**config.mk**
```make
export PLATFORM = sky130hd
export DESIGN_NAME = inst_fetch
export DESIGN_NICKNAME = d
export VERILOG_FILES = /design/src/rtl/inst_fetch.sv
export SDC_FILE = /design/constraint.sdc
export NUM_CORES = 1
export LEC_CHECK = 0
export CAP_MARGIN = 20
export CORE_UTILIZATION = 49
export DETAILED_ROUTE_END_ITERATION = 6
export MAX_ROUTING_LAYER = met4
export PLACE_DENSITY = 0.8
export SETUP_SLACK_MARGIN = 0.3
export SLEW_MARGIN = 5
export SYNTH_ARGS = -nofsm -noshare
export SYNTH_HDL_FRONTEND = slang
export SYNTH_SLANG_ARGS = --single-unit
```
**constraint.sdc**
```tcl
create_clock -name clk -period 2.53 [get_ports clk]
set_clock_uncertainty 0.1 [all_clocks]
set_input_delay 0.3795 -clock clk [delete_from_list [all_inputs] [get_ports clk]]
set_output_delay 0.3795 -clock clk [all_outputs]
set_load 0.1 [all_outputs]
```
**src/rtl/inst_fetch.sv**
```systemverilog
// Instruction fetch stage: one-word-per-line direct-mapped I-cache in front of a RAM fetch port.
// Define ICACHE_EN to build the cache; without it every lookup misses and goes to RAM.
module inst_fetch #(
  parameter int          ICACHE_IDX_W = 6,
  parameter logic [31:0] RESET_PC     = 32'h0
) (
  input  logic        clk,
  input  logic        rst,
  input  logic        stall,
  input  logic        branch_error,
  input  logic [31:0] branch_target,
  output logic        inst_read,
  output logic [31:0] inst_addr,
  input  logic [31:0] inst_data,
  input  logic        inst_done,
  output logic        if_valid,
  output logic [31:0] if_pc,
  output logic [31:0] if_inst,
  output logic [1:0]  state_dbg
);

  // Handshake: the decode slot (if_valid/if_pc/if_inst) is free when !if_valid || !stall;
  // if_valid && !stall at a rising edge means decode took the instruction.
  typedef enum logic [1:0] {
    IDLE  = 2'd0,
    FETCH = 2'd1,
    HOLD  = 2'd2
  } state_t;

  state_t      state, state_n;
  logic [31:0] pc, pc_n;
  logic [31:0] hold_q, hold_n;
  logic [31:0] inst_addr_n, if_pc_n, if_inst_n;
  logic        inst_read_n, if_valid_n;
  logic        slot_free;
  logic        hit;
  logic [31:0] hit_data;

  assign slot_free = !if_valid || !stall;
  assign state_dbg = state;

`ifdef ICACHE_EN
  localparam int LINES = 1 << ICACHE_IDX_W;
  localparam int TAG_W = 16 - ICACHE_IDX_W;

  logic [31:0]             line_data [LINES];
  logic [TAG_W-1:0]        line_tag  [LINES];
  logic [LINES-1:0]        line_valid;
  logic [ICACHE_IDX_W-1:0] idx;
  logic [TAG_W-1:0]        tag;
  logic                    cache_we;

  // pc is frozen while a miss is outstanding, so idx/tag also address the fill.
  assign idx      = pc[ICACHE_IDX_W+1:2];
  assign tag      = pc[17:ICACHE_IDX_W+2];
  assign hit      = line_valid[idx] && (line_tag[idx] == tag);
  assign hit_data = line_data[idx];

  always_ff @(posedge clk) begin
    if (rst) begin
      line_valid <= '0;
    end else if (cache_we) begin
      line_valid[idx] <= 1'b1;
    end
  end

  always_ff @(posedge clk) begin
    if (cache_we) begin
      line_data[idx] <= inst_data;
      line_tag[idx]  <= tag;
    end
  end
`else
  assign hit      = 1'b0;
  assign hit_data = '0;
`endif

  always_comb begin
    state_n     = state;
    pc_n        = pc;
    hold_n      = hold_q;
    inst_read_n = inst_read;
    inst_addr_n = inst_addr;
    if_valid_n  = if_valid && stall;
    if_pc_n     = if_pc;
    if_inst_n   = if_inst;
`ifdef ICACHE_EN
    cache_we    = 1'b0;
`endif
    if (branch_error) begin
      // Flush wins over any reply arriving in the same cycle; the target is looked up next cycle.
      state_n     = IDLE;
      pc_n        = branch_target & 32'hFFFF_FFFC;
      hold_n      = '0;
      inst_read_n = 1'b0;
      if_valid_n  = 1'b0;
    end else begin
      case (state)
        IDLE: begin
          if (!hit) begin
            inst_read_n = 1'b1;
            inst_addr_n = pc;
            state_n     = FETCH;
          end else if (slot_free) begin
            if_valid_n = 1'b1;
            if_pc_n    = pc;
            if_inst_n  = hit_data;
            pc_n       = pc + 32'd4;
          end
        end
        FETCH: begin
          if (inst_done) begin
            inst_read_n = 1'b0;
`ifdef ICACHE_EN
            cache_we    = 1'b1;
`endif
            if (slot_free) begin
              if_valid_n = 1'b1;
              if_pc_n    = pc;
              if_inst_n  = inst_data;
              pc_n       = pc + 32'd4;
              state_n    = IDLE;
            end else begin
              hold_n  = inst_data;
              state_n = HOLD;
            end
          end
        end
        HOLD: begin
          if (slot_free) begin
            if_valid_n = 1'b1;
            if_pc_n    = pc;
            if_inst_n  = hold_q;
            pc_n       = pc + 32'd4;
            state_n    = IDLE;
          end
        end
        default: state_n = IDLE;
      endcase
    end
  end

  always_ff @(posedge clk) begin
    if (rst) begin
      state     <= IDLE;
      pc        <= RESET_PC;
      hold_q    <= '0;
      inst_read <= 1'b0;
      inst_addr <= '0;
      if_valid  <= 1'b0;
      if_pc     <= '0;
      if_inst   <= '0;
    end else begin
      state     <= state_n;
      pc        <= pc_n;
      hold_q    <= hold_n;
      inst_read <= inst_read_n;
      inst_addr <= inst_addr_n;
      if_valid  <= if_valid_n;
      if_pc     <= if_pc_n;
      if_inst   <= if_inst_n;
    end
  end

endmodule

```
==> results of run 1 <==
power groups by stage:
stage	clock (uW)	combinational [uW]	sequential [uW]
finish	2520	1160	2690
CTS	2550	1160	2690
floorplan	0	335	3220
detailed placement	0	1150	2740
global route	2670	1220	2700
global placement	0	1140	2740
Yosys cell counts, types with 2 or more instances:
cell type / count
nand2_1: 204
dfxtp_1: 158
a21oi_1: 98
nor2_1: 63
clkbuf_1: 41
a211oi_1: 39
mux2i_1: 34
a311oi_1: 14
inv_1: 14
nand4_1: 12
buf_2: 10
nand3_1: 10
buf_4: 9
o31ai_1: 9
or4_1: 9
or3_1: 7
and4_1: 5
nor2b_1: 5
a221oi_1: 4
and2_1: 4
and3_1: 4
ha_1: 4
nor3_1: 4
nor4_1: 4
o21ai_0: 4
xnor2_1: 4
a2111oi_0: 3
a31oi_1: 3
buf_6: 3
xor2_1: 3
clkbuf_8: 2
nand2b_1: 2
nor3b_1: 2
nor4b_1: 2
o311ai_0: 2
routing by layer:
| metal | global-route usage (%) | vias to the layer above | part of all wire, % |
|---|---|---|---|
| li1 | - | 3181 | - |
| met1 | 33.2 | 2962 | 44 |
| met2 | 41.6 | 236 | 48 |
| met3 | 5.70 | 33 | 5.9 |
| met4 | 11.3 | 0 | 2.1 |
| met5 | - | - | 0 |
worst max-delay path: cells and delay by family (launching register included):
family          cells  cell delay, ns
simple gates        2            0.55
flops               1            0.37
buf+inv             2            0.29
mux                 1            0.29
compound gates      1            0.28
fa+ha+maj           1            0.19
per-stage QoR:
stage / total power (uW) / utilization [%] / instance area [um^2]
finish: 6370 / 67.4 / 9030
global route: 6600 / 67.4 / 9030
CTS: 6390 / 67.1 / 9000
detailed placement: 3890 / 62.4 / 8370
global placement: 3880 / 62.4 / 8370
floorplan: 3560 / - / 6850
state kept, by name, indices dropped and copies added (netlist names):
| signal | flops |
|---|---|
| inst_addr | 30 |
| if_valid | 1 |
| hold_q | 32 |
| pc | 30 |
| inst_read | 1 |
| if_inst | 32 |
| if_pc | 30 |
| state_dbg | 2 |
layout make-up:
cell class | count | area [um^2]
multi-input cells | 587 | 3310
well taps | 176 | 220
flip-flops and latches | 158 | 3170
fillers | 1141 | 4370
clock inverters | 13 | 138
repair buffers | 197 | 1690
inverters | 14 | 52.6
clock buffers | 19 | 443
cell families (layout without fill, tap and decap cells):
family / count (synthesis) / in the layout
other: 1 / 4
AND/OR/NAND/NOR: 348 / 349
adder cells (fa/ha/maj): 4 / 4
buffers and inverters: 82 / 243
flip-flops: 158 / 158
XOR/XNOR: 7 / 7
AO/OA/AOI/OAI: 188 / 188
multiplexers: 35 / 35
worst max-delay path by stage:
stage / slack, ns / cells past startpoint / endpoint
6_report: 0.35 / 7 / pc[28]$_SDFFE_PP0P_
5_1_grt: 0.27 / 7 / pc[17]$_SDFFE_PP0P_
4_1_cts: 0.29 / 4 / pc[26]$_SDFFE_PP0P_
3_5_place_dp: -0.004 / 6 / if_inst[7]$_SDFFE_PP0P_
3_3_place_gp: 0.08 / 6 / if_inst[16]$_SDFFE_PP0P_
2_1_floorplan: 0.32 / 7 / pc[26]$_SDFFE_PP0P_
repair_timing:
item	4_1_cts	5_1_grt
pin swaps	1	0
buffers inserted	5	1
setup endpoints to repair	16	6
gates resized for setup	2	3
cloned	0	1
hold buffers	0	0
==> results.cfg, run 1 <==
[status]
status = finished with violations
violations = design-rule violations

[placement]
port_buffers = 162
dp_cells = 1125
place.detailed.hpwl_um = 12100
place_congestion = 0.807
post-place-ws_ns = -0.00450

[timing]
period_minus_slack_ns = 2.18
setup_tns_ns = 0
hold_viol = 0
maxSlewViolCount = 0
hold-worst-slack_ns = 0.352
setup_violations = 0
layout_setup_ws_ns = 0.347
grt_setup_unrepaired = true
max_slew.worst_pin.slew_ns = 0.639
min_period_over_period_pct = 86.3
fmax_ghz = 0.458
max_slew_margin_pct = 57.4

[min_path]
hold_end = hold_q[4]$_SDFFE_PP0P_
hold_path_startpoint = hold_q[4]$_SDFFE_PP0P_
hold_depth = 2
min_path_type = flip-flop to flip-flop

[setup_path]
rr_startpoint = state_dbg[1]$_SDFFE_PP0P_
end_kind = flip-flop
max_stage_delay_ns = 0.37
timing.reg2reg.setup_slack_ns = 0.35
reg2regPathDepth = 7
crit_slowest_cell = dfxtp_4
cp-start-kind = flip-flop
timing.critical_path.from = state_dbg[1]$_SDFFE_PP0P_
required_ns = 2.73
timing_worst_setup_path_type = flip-flop to flip-flop
crit_fanout = 9
crit_arrival_ns = 2.39
path_cells = inv_2 > ha_4 > mux2_4 > nand4_2 > buf_4 > o31a_1 > or3_1
r2r_end = pc[28]$_SDFFE_PP0P_

[power_and_ir_drop]
p_int_uw = 4400
power_density_mw_per_mm2 = 706
max-vdd-ir-drop_mv = 0.426
leakagePower_uw = 0.00329
p_sw_uw = 1970
p_clk_share_pct = 39.6
comb_power_share_pct = 18.2
swShare_pct = 30.9
seq_power_share_pct = 42.2

[clocking]
cts.sinks = 158
clock-root-buffer = clkbuf_16
cts_max_level = 4
insertion_delay_ns = 0.42
clockBufferDepth = 2
cts_buffers = 17
cts_tree = yes
cts.clk_slew.worst_paths_ns = 0.06

[synth]
synthXorXnorAreaFrac_pct = 0.899
synth_top_area_share_pct = 46.4
synth-simple-area-share_pct = 23.0
ys_types = 63
synth_compound_area_share_pct = 17.7
synth_edf_count = 0
async_reset_ff_share_pct = 0
synth_top_family_by_area = simple AND/OR/NAND/NOR gates
synthAdderAreaFrac_pct = 0.734
ys_ff_latch = 158
ys_seq_area_share_pct = 46.4
postSynthCellCount = 823
ys_warn_count = 0
synthTopCellsByArea = dfxtp_1, nand2_1, a21oi_1
synth_area_leader_cell = dfxtp_1
synthMuxAreaShare_pct = 5.21
syn_area_mm2 = 0.00682
ys.flop_type = dfxtp_1
syn_area_per_cell_um2 = 8.29

[route]
drt_wl_total_um = 18300
num_vias = 6412
postRouteAntennaNets = 0
wl_per_cell_um = 15.7
drtPass1Iterations = 7
first_iter_violations = 591
drc = 4
via_per_inst = 5.51

[global_route]
grt_overflow = 0
grt_pass1_wl_um = 29400
antenna_found_initial = 0
grt_max_degree = 63
grt_usage_pct = 26.6
first_global_vias = 5947

[final_layout]
insertedDiodeCount = 0
syn2layout_area_growth_pct = 32.3
fin_cells = 1164
drive_gt1_share_pct = 19.1
layout_commonest_cell = nand2_1
final_cell_mix = nand2_1, dfxtp_1, buf_4
final_net_count = 1048

[floorplanning]
dieArea_mm2 = 0.0144
io_pins = 169
dieWidth_um = 120
die_h_um = 120
rows = 42
design.core.area_mm2 = 0.0134
initial_core_util_pct = 50.9

[run]
cap_violations = 0
No activity file was read; power rests on OpenSTA's default activity.
==> run 2, diff against run 1 <==
--- a/config.mk
+++ b/config.mk
@@ -8,6 +8,7 @@
 export CAP_MARGIN = 20
 export CORE_UTILIZATION = 49
 export DETAILED_ROUTE_END_ITERATION = 6
+export HOLD_SLACK_MARGIN = 0.06
 export MAX_ROUTING_LAYER = met4
 export PLACE_DENSITY = 0.8
 export SETUP_SLACK_MARGIN = 0.3
==> results of run 2 <==
Same layout as run 1: the final DEF is identical, and so are final timing and power.
